==> src/rtl/vga_timing_pkg.sv <==
// Shared raster constants and types for the VGA timing generator.
// The defaults describe 640x480@60 with an 800x525 total raster.
package vga_timing_pkg;

  localparam int unsigned H_VISIBLE = 640;
  localparam int unsigned H_FRONT   = 16;
  localparam int unsigned H_SYNC    = 96;
  localparam int unsigned H_BACK    = 48;
  localparam int unsigned V_VISIBLE = 480;
  localparam int unsigned V_FRONT   = 10;
  localparam int unsigned V_SYNC    = 2;
  localparam int unsigned V_BACK    = 33;

  localparam int unsigned H_TOTAL = H_VISIBLE + H_FRONT + H_SYNC + H_BACK;
  localparam int unsigned V_TOTAL = V_VISIBLE + V_FRONT + V_SYNC + V_BACK;

  typedef logic [9:0] coord_t;

endpackage

==> src/rtl/vga_timing_if.sv <==
// Raster bundle between the timing generator (master) and the image stages (slave).
interface vga_timing_if;
  import vga_timing_pkg::*;

  logic       clk_en;
  coord_t     DrawX;
  coord_t     DrawY;
  logic       blank;
  logic       hs;
  logic       vs;
  logic       line_start;
  logic       frame_start;
  logic [7:0] frame_count;

  modport master (
    input  clk_en,
    output DrawX, DrawY, blank, hs, vs, line_start, frame_start, frame_count
  );

  modport slave (
    output clk_en,
    input  DrawX, DrawY, blank, hs, vs, line_start, frame_start, frame_count
  );

endinterface

==> src/rtl/vga_axis_counter.sv <==
// One raster axis: wrapping position counter plus decodes of the value it is about to take.
module vga_axis_counter
  import vga_timing_pkg::*;
#(
  parameter int unsigned VISIBLE = 640,
  parameter int unsigned FRONT   = 16,
  parameter int unsigned SYNC    = 96,
  parameter int unsigned BACK    = 48
) (
  input  logic   vga_clk,
  input  logic   reset_n,
  input  logic   step,
  output coord_t count,
  output coord_t next_count,
  output logic   wrap,
  output logic   active,
  output logic   sync_n
);

  localparam int unsigned Total = VISIBLE + FRONT + SYNC + BACK;
  localparam coord_t Last    = coord_t'(Total - 1);
  localparam coord_t VisEnd  = coord_t'(VISIBLE);
  localparam coord_t SyncBeg = coord_t'(VISIBLE + FRONT);
  localparam coord_t SyncEnd = coord_t'(VISIBLE + FRONT + SYNC);

  coord_t count_q;

  assign wrap = (count_q == Last);

  always_comb begin
    next_count = count_q;
    if (step) begin
      next_count = wrap ? '0 : count_q + coord_t'(1);
    end
  end

  // Decodes look at next_count so the parent can register them in step with count.
  assign active = (next_count < VisEnd);
  assign sync_n = !((next_count >= SyncBeg) && (next_count < SyncEnd));

  // Reset parks at the last position so the first step lands on 0.
  always_ff @(posedge vga_clk or negedge reset_n) begin
    if (!reset_n) begin
      count_q <= Last;
    end else begin
      count_q <= next_count;
    end
  end

  assign count = count_q;

endmodule

==> src/rtl/vga_timing_gen.sv <==
// VGA raster generator: pixel/line counters, blank and marker decodes, delayed active-low syncs
// and a frame counter, all advancing only on clk_en.
module vga_timing_gen #(
  parameter int unsigned H_VISIBLE  = vga_timing_pkg::H_VISIBLE,
  parameter int unsigned H_FRONT    = vga_timing_pkg::H_FRONT,
  parameter int unsigned H_SYNC     = vga_timing_pkg::H_SYNC,
  parameter int unsigned H_BACK     = vga_timing_pkg::H_BACK,
  parameter int unsigned V_VISIBLE  = vga_timing_pkg::V_VISIBLE,
  parameter int unsigned V_FRONT    = vga_timing_pkg::V_FRONT,
  parameter int unsigned V_SYNC     = vga_timing_pkg::V_SYNC,
  parameter int unsigned V_BACK     = vga_timing_pkg::V_BACK,
  parameter int unsigned SYNC_DELAY = 1
) (
  input logic         vga_clk,
  input logic         reset_n,
  vga_timing_if.master vga
);
  import vga_timing_pkg::*;

  localparam int unsigned HTotal = H_VISIBLE + H_FRONT + H_SYNC + H_BACK;
  localparam int unsigned VTotal = V_VISIBLE + V_FRONT + V_SYNC + V_BACK;

  if (HTotal > 1024 || VTotal > 1024 || SYNC_DELAY > 3) begin : g_param_check
    $error("vga_timing_gen: totals must be <= 1024 and SYNC_DELAY <= 3");
  end

  coord_t h_count, h_next, v_count, v_next;
  logic   h_wrap, v_wrap, h_active, v_active, h_sync_n, v_sync_n;
  logic   v_step;

  assign v_step = vga.clk_en && h_wrap;

  vga_axis_counter #(
    .VISIBLE(H_VISIBLE),
    .FRONT  (H_FRONT),
    .SYNC   (H_SYNC),
    .BACK   (H_BACK)
  ) u_h_counter (
    .vga_clk   (vga_clk),
    .reset_n   (reset_n),
    .step      (vga.clk_en),
    .count     (h_count),
    .next_count(h_next),
    .wrap      (h_wrap),
    .active    (h_active),
    .sync_n    (h_sync_n)
  );

  vga_axis_counter #(
    .VISIBLE(V_VISIBLE),
    .FRONT  (V_FRONT),
    .SYNC   (V_SYNC),
    .BACK   (V_BACK)
  ) u_v_counter (
    .vga_clk   (vga_clk),
    .reset_n   (reset_n),
    .step      (v_step),
    .count     (v_count),
    .next_count(v_next),
    .wrap      (v_wrap),
    .active    (v_active),
    .sync_n    (v_sync_n)
  );

  logic                  blank_q, line_start_q, frame_start_q;
  logic [7:0]            frame_count_q;
  logic [SYNC_DELAY:0]   hs_pipe_q, vs_pipe_q, hs_pipe_d, vs_pipe_d;

  // Stage 0 is already aligned with DrawX; each further stage adds one enabled cycle.
  if (SYNC_DELAY == 0) begin : g_no_delay
    assign hs_pipe_d = h_sync_n;
    assign vs_pipe_d = v_sync_n;
  end else begin : g_delay
    assign hs_pipe_d = {hs_pipe_q[SYNC_DELAY-1:0], h_sync_n};
    assign vs_pipe_d = {vs_pipe_q[SYNC_DELAY-1:0], v_sync_n};
  end

  always_ff @(posedge vga_clk or negedge reset_n) begin
    if (!reset_n) begin
      blank_q       <= 1'b0;
      line_start_q  <= 1'b0;
      frame_start_q <= 1'b0;
      frame_count_q <= '0;
      hs_pipe_q     <= '1;
      vs_pipe_q     <= '1;
    end else if (vga.clk_en) begin
      blank_q       <= h_active && v_active;
      line_start_q  <= (h_next == '0);
      frame_start_q <= (h_next == '0) && (v_next == '0);
      if (h_wrap && v_wrap) begin
        frame_count_q <= frame_count_q + 8'd1;
      end
      hs_pipe_q     <= hs_pipe_d;
      vs_pipe_q     <= vs_pipe_d;
    end
  end

  assign vga.DrawX       = h_count;
  assign vga.DrawY       = v_count;
  assign vga.blank       = blank_q;
  assign vga.hs          = hs_pipe_q[SYNC_DELAY];
  assign vga.vs          = vs_pipe_q[SYNC_DELAY];
  assign vga.line_start  = line_start_q;
  assign vga.frame_start = frame_start_q;
  assign vga.frame_count = frame_count_q;

endmodule
==> src/flat_wrapper.sv <==
// flat-port wrapper written by rule: the top's interface ports become plain ports
module vga_timing_gen_flat import vga_timing_pkg::*;
#(
  parameter int unsigned H_VISIBLE  = vga_timing_pkg::H_VISIBLE,
  parameter int unsigned H_FRONT    = vga_timing_pkg::H_FRONT,
  parameter int unsigned H_SYNC     = vga_timing_pkg::H_SYNC,
  parameter int unsigned H_BACK     = vga_timing_pkg::H_BACK,
  parameter int unsigned V_VISIBLE  = vga_timing_pkg::V_VISIBLE,
  parameter int unsigned V_FRONT    = vga_timing_pkg::V_FRONT,
  parameter int unsigned V_SYNC     = vga_timing_pkg::V_SYNC,
  parameter int unsigned V_BACK     = vga_timing_pkg::V_BACK,
  parameter int unsigned SYNC_DELAY = 1
)
  (vga_clk, reset_n, vga_clk_en, vga_DrawX, vga_DrawY, vga_blank, vga_hs, vga_vs, vga_line_start, vga_frame_start, vga_frame_count);
  vga_timing_if vga_i ();
  input logic vga_clk;
  input logic reset_n;
  input wire logic [$bits(vga_i.clk_en)-1:0] vga_clk_en;
  output wire logic [$bits(vga_i.DrawX)-1:0] vga_DrawX;
  output wire logic [$bits(vga_i.DrawY)-1:0] vga_DrawY;
  output wire logic [$bits(vga_i.blank)-1:0] vga_blank;
  output wire logic [$bits(vga_i.hs)-1:0] vga_hs;
  output wire logic [$bits(vga_i.vs)-1:0] vga_vs;
  output wire logic [$bits(vga_i.line_start)-1:0] vga_line_start;
  output wire logic [$bits(vga_i.frame_start)-1:0] vga_frame_start;
  output wire logic [$bits(vga_i.frame_count)-1:0] vga_frame_count;
  assign vga_i.clk_en = vga_clk_en;
  assign vga_DrawX = vga_i.DrawX;
  assign vga_DrawY = vga_i.DrawY;
  assign vga_blank = vga_i.blank;
  assign vga_hs = vga_i.hs;
  assign vga_vs = vga_i.vs;
  assign vga_line_start = vga_i.line_start;
  assign vga_frame_start = vga_i.frame_start;
  assign vga_frame_count = vga_i.frame_count;
  vga_timing_gen #(.H_VISIBLE(H_VISIBLE), .H_FRONT(H_FRONT), .H_SYNC(H_SYNC), .H_BACK(H_BACK), .V_VISIBLE(V_VISIBLE), .V_FRONT(V_FRONT), .V_SYNC(V_SYNC), .V_BACK(V_BACK), .SYNC_DELAY(SYNC_DELAY)) u_core (.vga_clk(vga_clk), .reset_n(reset_n), .vga(vga_i));
endmodule
==> config.mk <==
export PLATFORM = sky130hd
export DESIGN_NAME = vga_timing_gen_flat
export DESIGN_NICKNAME = d
export VERILOG_FILES = /design/src/rtl/vga_timing_pkg.sv /design/src/rtl/vga_timing_if.sv /design/src/rtl/vga_axis_counter.sv /design/src/rtl/vga_timing_gen.sv /design/src/flat_wrapper.sv
export SDC_FILE = /design/constraint.sdc
export NUM_CORES = 1
export LEC_CHECK = 0
export BUFFER_PORTS_ARGS = -buffer_cell sky130_fd_sc_hd__clkbuf_2
export CORE_ASPECT_RATIO = 1.4
export CORE_UTILIZATION = 49
export DETAILED_ROUTE_END_ITERATION = 8
export PLACE_DENSITY = 0.73
export SYNTH_ARGS = -nofsm -noshare
export SYNTH_HDL_FRONTEND = slang
export SYNTH_SLANG_ARGS = --single-unit
==> constraint.sdc <==
create_clock -name vga_clk -period 2.65 [get_ports vga_clk]
set_input_delay 0.1325 -clock vga_clk [delete_from_list [all_inputs] [get_ports vga_clk]]
set_output_delay 0.1325 -clock vga_clk [all_outputs]
set_load 0.05 [all_outputs]
==> results of run 1 <==
## how the worst max path moves through the flow
| stage | startpoint | end | slack, ns | cells after the start |
|---|---|---|---|---|
| 2_1_floorplan | u_core.u_h_counter.count[1]$_DFF_PN1_ | u_core.vs_pipe_q[0]$_DFFE_PN1P_ | 0.0008 | 8 |
| 6_report | u_core.u_h_counter.count[0]$_DFF_PN1_ | u_core.vs_pipe_q[0]$_DFFE_PN1P_ | 0.12 | 7 |
| 5_1_grt | u_core.u_h_counter.count[0]$_DFF_PN1_ | u_core.vs_pipe_q[0]$_DFFE_PN1P_ | 0.002 | 7 |
| 3_5_place_dp | u_core.u_h_counter.count[0]$_DFF_PN1_ | u_core.vs_pipe_q[0]$_DFFE_PN1P_ | 0.05 | 7 |
| 3_3_place_gp | u_core.u_h_counter.count[0]$_DFF_PN1_ | u_core.vs_pipe_q[0]$_DFFE_PN1P_ | 0.10 | 7 |
| 4_1_cts | u_core.u_h_counter.count[0]$_DFF_PN1_ | u_core.vs_pipe_q[0]$_DFFE_PN1P_ | 0.05 | 7 |
## cells in the mapped netlist, drive strengths merged, types with 4 or more instances
cell	count	area, um2
dfrtp	21	526
dfstp	14	368
ha	4	50.1
inv	11	41.3
mux2	5	56.3
nand2	16	62.6
nand3	6	35.0
nand4	14	93.8
nor2	13	48.8
nor3	9	61.3
nor4	5	31.3
o21ai	8	43.8
xnor2	9	78.8
xor2	6	52.6
## worst min-delay path, delay by kind of cell
family	cells	cell delay (ns)
and+or+nand+nor	1	0.11
buffers and inverters	1	0.15
xor gates and xnor gates	1	0.08
## flip-flops by register name, summed over array words and instances (netlist names)
| register | flops |
|---|---|
| u_core.u_h_counter.count | 10 |
| u_core.vs_pipe_q | 2 |
| u_core.hs_pipe_q | 2 |
| u_core.vga.frame_start | 1 |
| u_core.u_v_counter.count | 10 |
| u_core.vga.frame_count | 8 |
| u_core.vga.blank | 1 |
| u_core.vga.line_start | 1 |
## cell usage in the layout, fill, tap and decap left out, types with 3 or more instances in the layout
cell type | netlist | routed
clkbuf_2 | 1 | 35
dfrtp_1 | 21 | 21
nand2_1 | 15 | 15
nand4_1 | 13 | 13
nor2_1 | 13 | 13
dfstp_2 | 14 | 13
buf_4 | 1 | 12
inv_1 | 11 | 11
xnor2_1 | 9 | 9
nor3_1 | 7 | 7
o21ai_0 | 7 | 7
xor2_1 | 6 | 6
nand3_1 | 5 | 5
mux2_2 | 5 | 5
clkbuf_8 | 0 | 5
nor4_1 | 5 | 4
and4_1 | 3 | 3
or4_1 | 3 | 3
ha_1 | 4 | 3
## where the power goes
| group | switching [uW] | total [uW] | internal, uW |
|---|---|---|---|
| sequential | 84.8 | 714 | 629 |
| combinational | 394 | 565 | 170 |
| clock | 183 | 366 | 183 |
| total | 662 | 1640 | 982 |
## stage by stage
step / instances / power [uW] / hold slack (ns)
after floorplan: 183 / 1140 / -0.163
after global placement: 267 / 1280 / 0.278
after detailed placement: 267 / 1280 / 0.293
after global routing: 276 / 1740 / 0.196
after CTS: 276 / 1660 / 0.181
final: 276 / 1640 / 0.199
## area by class of cell
class	count	area, um2	share of cell area
sequential	35	897	0.396
tap	42	52.6	0.0232
clock inverter	2	12.5	0.00552
timing repair buffer	48	275	0.121
multi-input combinational	132	916	0.404
inverter	11	41.3	0.0182
clock buffer	6	72.6	0.0320
## routing by layer
| metal | vias to the layer above | wire length, um | track usage |
|---|---|---|---|
| li1 | 772 | - | - |
| met1 | 787 | 1730 | 0.300 |
| met2 | 54 | 2140 | 0.379 |
| met3 | 10 | 188 | 0.0545 |
| met4 | 0 | 99 | 0.108 |
| met5 | - | 0 | 0 |
## kinds of logic after synthesis
| family | share of synthesized area |
|---|---|
| buffers and inverters | 0.0362 |
| muxes | 0.0302 |
| and+or+nand+nor | 0.278 |
| xor gates and xnor gates | 0.0704 |
| DFF | 0.479 |
| AOI/OAI and AO/OA | 0.0798 |
| adders and majority gates | 0.0268 |
## repair_timing
item,in CTS,in global routing
setup endpoints to repair,0,2
endpoints found under the hold margin,21,0
gates resized for setup,0,1
hold buffers,1,0
==> impl_metrics.json, run 1 <==
{
  "drive_above_1_share": 0.380,
  "worstPathRequired_ns": 2.86,
  "max_cap_viol_count": 0,
  "synth_cell_types": 48,
  "core-area_um2": 3640,
  "synth_ff_type": "dfrtp_1",
  "num_antenna_cells": 0,
  "grt_use_total": 0.238,
  "cp_num_buf_inv": 0,
  "place_ws_ns": 0.0525,
  "cp_cell_sequence": "ha_2 > nand3_1 > nor3_4 > o21ai_2 > a21o_1 > or4b_4 > o32a_1",
  "start_util": 0.512,
  "worst_pin_slew_ns": 0.837,
  "cts_root_buf": "clkbuf_8",
  "power_per_cell_area_nw_per_um2": 725,
  "viasPerCell": 5.88,
  "synth_seq_area_share": 0.479,
  "h-tree-depth": 2,
  "ios": 36,
  "grt_pass1_vias": 1442,
  "antenna_left": 0,
  "synth_seq_cells": 35,
  "crit_arrival_ns": 2.74,
  "nNetsFinal": 240,
  "cts_tree": "yes",
  "rows": 26,
  "final_core_util": 0.622,
  "syn2layout_area_growth_pct": 21.4,
  "postCtsSetupBuffers": 0,
  "worstReg2RegEnd": "u_core.vs_pipe_q[0]$_DFFE_PN1P_",
  "peakVddDrop_mv": 0.678,
  "hold_violations": 0,
  "drt_wl_total_um": 4160,
  "skew_ns": 0.00297,
  "setup_tns_ns": 0,
  "grt_max_degree": 36,
  "timing.fmax_mhz": 395,
  "synth.avg_cell_area_um2": 10.2,
  "cts_buffers": 5,
  "hold_class": "primary input to flip-flop",
  "power.leakage_uw": 0.00103,
  "maxSlewViolCount": 0,
  "vias": 1623,
  "final_cell_area_um2": 2270,
  "clkLatencyLatePin_ns": 0.28,
  "rsz0062_at_grt": "false",
  "cts_num_sinks": 35,
  "crit_family": "simple AND/OR/NAND/NOR gates",
  "cp_slowest_cell": "dfstp_4",
  "fin_crit_ns": 2.53,
  "synth_cells": 183,
  "cp_max_fo": 6,
  "setup_violations": 0,
  "timing.rr.start": "u_core.u_h_counter.count[0]$_DFF_PN1_",
  "ys_warn_count": 0,
  "placed_area_um2": 2170,
  "worst_setup_path_end_kind": "flip-flop",
  "max_stage_delay_ns": 0.65,
  "dieArea_um2": 4060,
  "regToRegSetupSlack_ns": 0.12,
  "hold_path.startpoint": "vga_clk_en",
  "die_w_um": 54.2,
  "cp-start-kind": "flip-flop",
  "syn-cell-area_um2": 1870,
  "routedWlPerCell_um": 15.1,
  "hpwlAfterDp_um": 3180,
  "drc_errors": 0,
  "synthArstFlopShare": 1.00,
  "postLayoutSetupSlackWorst_ns": 0.118,
  "fillers": 338,
  "whs_path_depth": 3,
  "firstDrtPassIters": 4,
  "cts.path.max_buffers": 2,
  "criticalPathCategory": "flip-flop to flip-flop",
  "slew_headroom": 0.442,
  "holdPathEnd": "u_core.u_h_counter.count[2]$_DFF_PN1_",
  "grt_antenna_before_repair": 0,
  "die_y_um": 75.0,
  "status": "finished clean",
  "timing.final.crit_share": 0.956,
  "gp_congestion": 0.874,
  "drt_iter0_drc": 47,
  "grt_pass1_wl_um": 6860,
  "grt-ovfl-total": 0,
  "r2r_cells": 7,
  "io_buffers": 35,
  "synthesis.nets": 190,
  "synth-edff-count": 0,
  "clkSlewWorstSetupHoldPaths_ns": 0.07
}
Power figures use the tool's default switching activity.
==> run 2: changes to the inputs <==
--- a/config.mk
+++ b/config.mk
@@ -7,6 +7,7 @@
 export LEC_CHECK = 0
 export BUFFER_PORTS_ARGS = -buffer_cell sky130_fd_sc_hd__clkbuf_2
 export CORE_ASPECT_RATIO = 1.4
+export CORE_MARGIN = 4
 export CORE_UTILIZATION = 49
 export DETAILED_ROUTE_END_ITERATION = 8
 export PLACE_DENSITY = 0.73
==> impl_metrics.json, run 2 (synthesized netlist as in run 1, its figures left out) <==
{
  "drt_wl_total_um": 4390,
  "setup_violations": 0,
  "postCtsSetupBuffers": 0,
  "fin_crit_ns": 2.52,
  "ios": 36,
  "start_util": 0.508,
  "cts_tree": "yes",
  "slew_headroom": 0.433,
  "worst_pin_slew_ns": 0.851,
  "grt-ovfl-total": 0,
  "worstPathRequired_ns": 2.87,
  "core-area_um2": 3680,
  "crit_arrival_ns": 2.73,
  "io_buffers": 35,
  "firstDrtPassIters": 4,
  "globalRouteMet2Util": 0.327,
  "viasPerCell": 5.82,
  "use_met1": 0.245,
  "cts_buffers": 5,
  "clkLatencyLatePin_ns": 0.29,
  "syn2layout_area_growth_pct": 25.1,
  "power.leakage_uw": 0.00108,
  "cp_max_fo": 6,
  "timing.fmax_mhz": 397,
  "place_inst": 267,
  "criticalPathCategory": "flip-flop to flip-flop",
  "final_core_util": 0.635,
  "cts_num_sinks": 35,
  "rows": 26,
  "peakVddDrop_mv": 1.12,
  "hpwlAfterDp_um": 3220,
  "antenna_left": 0,
  "hold_violations": 0,
  "grt_pass1_vias": 1604,
  "rsz0062_at_grt": "false",
  "die_w_um": 60.2,
  "grt_use_total": 0.202,
  "grt_pass1_wl_um": 7350,
  "cts.path.max_buffers": 2,
  "dieArea_um2": 4880,
  "h-tree-depth": 2,
  "num_antenna_cells": 0,
  "skew_ns": 0.00460,
  "clkSlewWorstSetupHoldPaths_ns": 0.07,
  "grt_max_degree": 36,
  "max_cap_viol_count": 0,
  "die_y_um": 81.0,
  "whs_ns": 0.168,
  "layout.cells.non_filler": 276,
  "top_usage_layer": "met2",
  "hold_class": "primary input to flip-flop",
  "maxSlewViolCount": 0,
  "routedWlPerCell_um": 15.9,
  "vias": 1607,
  "drt_iter0_drc": 101,
  "final_cell_mix": "clkbuf_2 (35), dfrtp_1 (21), nand2_1 (15)",
  "mostFrequentLayoutCell": "clkbuf_2",
  "drive_above_1_share": 0.393,
  "cp-start-kind": "flip-flop",
  "worst_setup_path_end_kind": "flip-flop",
  "nNetsFinal": 240,
  "cts_root_buf": "clkbuf_8",
  "grt_antenna_before_repair": 0,
  "power_per_cell_area_nw_per_um2": 757,
  "status": "finished clean",
  "gp_congestion": 0.849,
  "grtUsageMet3": 0.0509,
  "drc_errors": 0,
  "timing.final.crit_share": 0.950,
  "setup_tns_ns": 0,
  "p_total_uw": 1770
}
## run 2: final timing paths
| kind | slack (ns) | to | cells past startpoint | start |
|---|---|---|---|---|
| setup / recovery | 0.13 | u_core.vs_pipe_q[0]$_DFFE_PN1P_ | 7 | u_core.u_h_counter.count[0]$_DFF_PN1_ |
| hold / removal | 0.17 | u_core.u_h_counter.count[2]$_DFF_PN1_ | 3 | vga_clk_en |
| setup reg to reg | 0.13 | u_core.vs_pipe_q[0]$_DFFE_PN1P_ | 7 | u_core.u_h_counter.count[0]$_DFF_PN1_ |
| hold reg to reg | 0.48 | u_core.vga.frame_count[7]$_DFFE_PN0P_ | 1 | u_core.vga.frame_count[7]$_DFFE_PN0P_ |
| max in group asynchronous | 1.64 | u_core.u_v_counter.count[5]$_DFF_PN0_ | 2 | reset_n |
| min in group asynchronous | 0.49 | u_core.u_v_counter.count[1]$_DFF_PN0_ | 2 | reset_n |
## run 2: report_power, final
part	switching, uW	internal, uW	leakage (uW)
Combinational	407	173	0.000598
Sequential	84.3	629	0.000426
Clock	195	280	0.0000581
Total	686	1080	0.00108
## run 2: per-layer routing
metal	up-vias	wire length (um)
li1	773	-
met1	776	1810
met2	49	2250
met3	9	237
met4	0	99
met5	-	0
## run 2: per-stage QoR
stage / worst slack [ns] / area (um2)
2_1_floorplan: 0.000834 / 1880
3_3_place_gp: 0.140 / 2170
3_5_place_dp: 0.0962 / 2170
4_1_cts: 0.0807 / 2290
5_1_grt: 0.0219 / 2330
6_report: 0.132 / 2330
## run 2: final cells by class
type                    instances  area (um2)
fillers                       300        1340
multi-input cells             132         956
flip-flops and latches         35         897
repair buffers                 48         275
clock buffers                   5        68.8
well taps                      42        52.6
clock inverters                 3        43.8
inverters                      11        41.3
## run 2: what timing repair did
action | 4_1_cts | 5_1_grt
hold endpoints to repair | 21 | 0
resized for setup | 0 | 7
setup endpoints to repair | 0 | 2
hold buffers | 1 | 0
## run 2: critical path, cell delays in order, from the launching register on
cell and delay (ns):
dfstp_4 0.64, ha_2 0.21, and3_4 0.22, nand3_2 0.10
nor4_4 0.31, nor2_1 0.12, or4_1 0.51, o32a_1 0.33
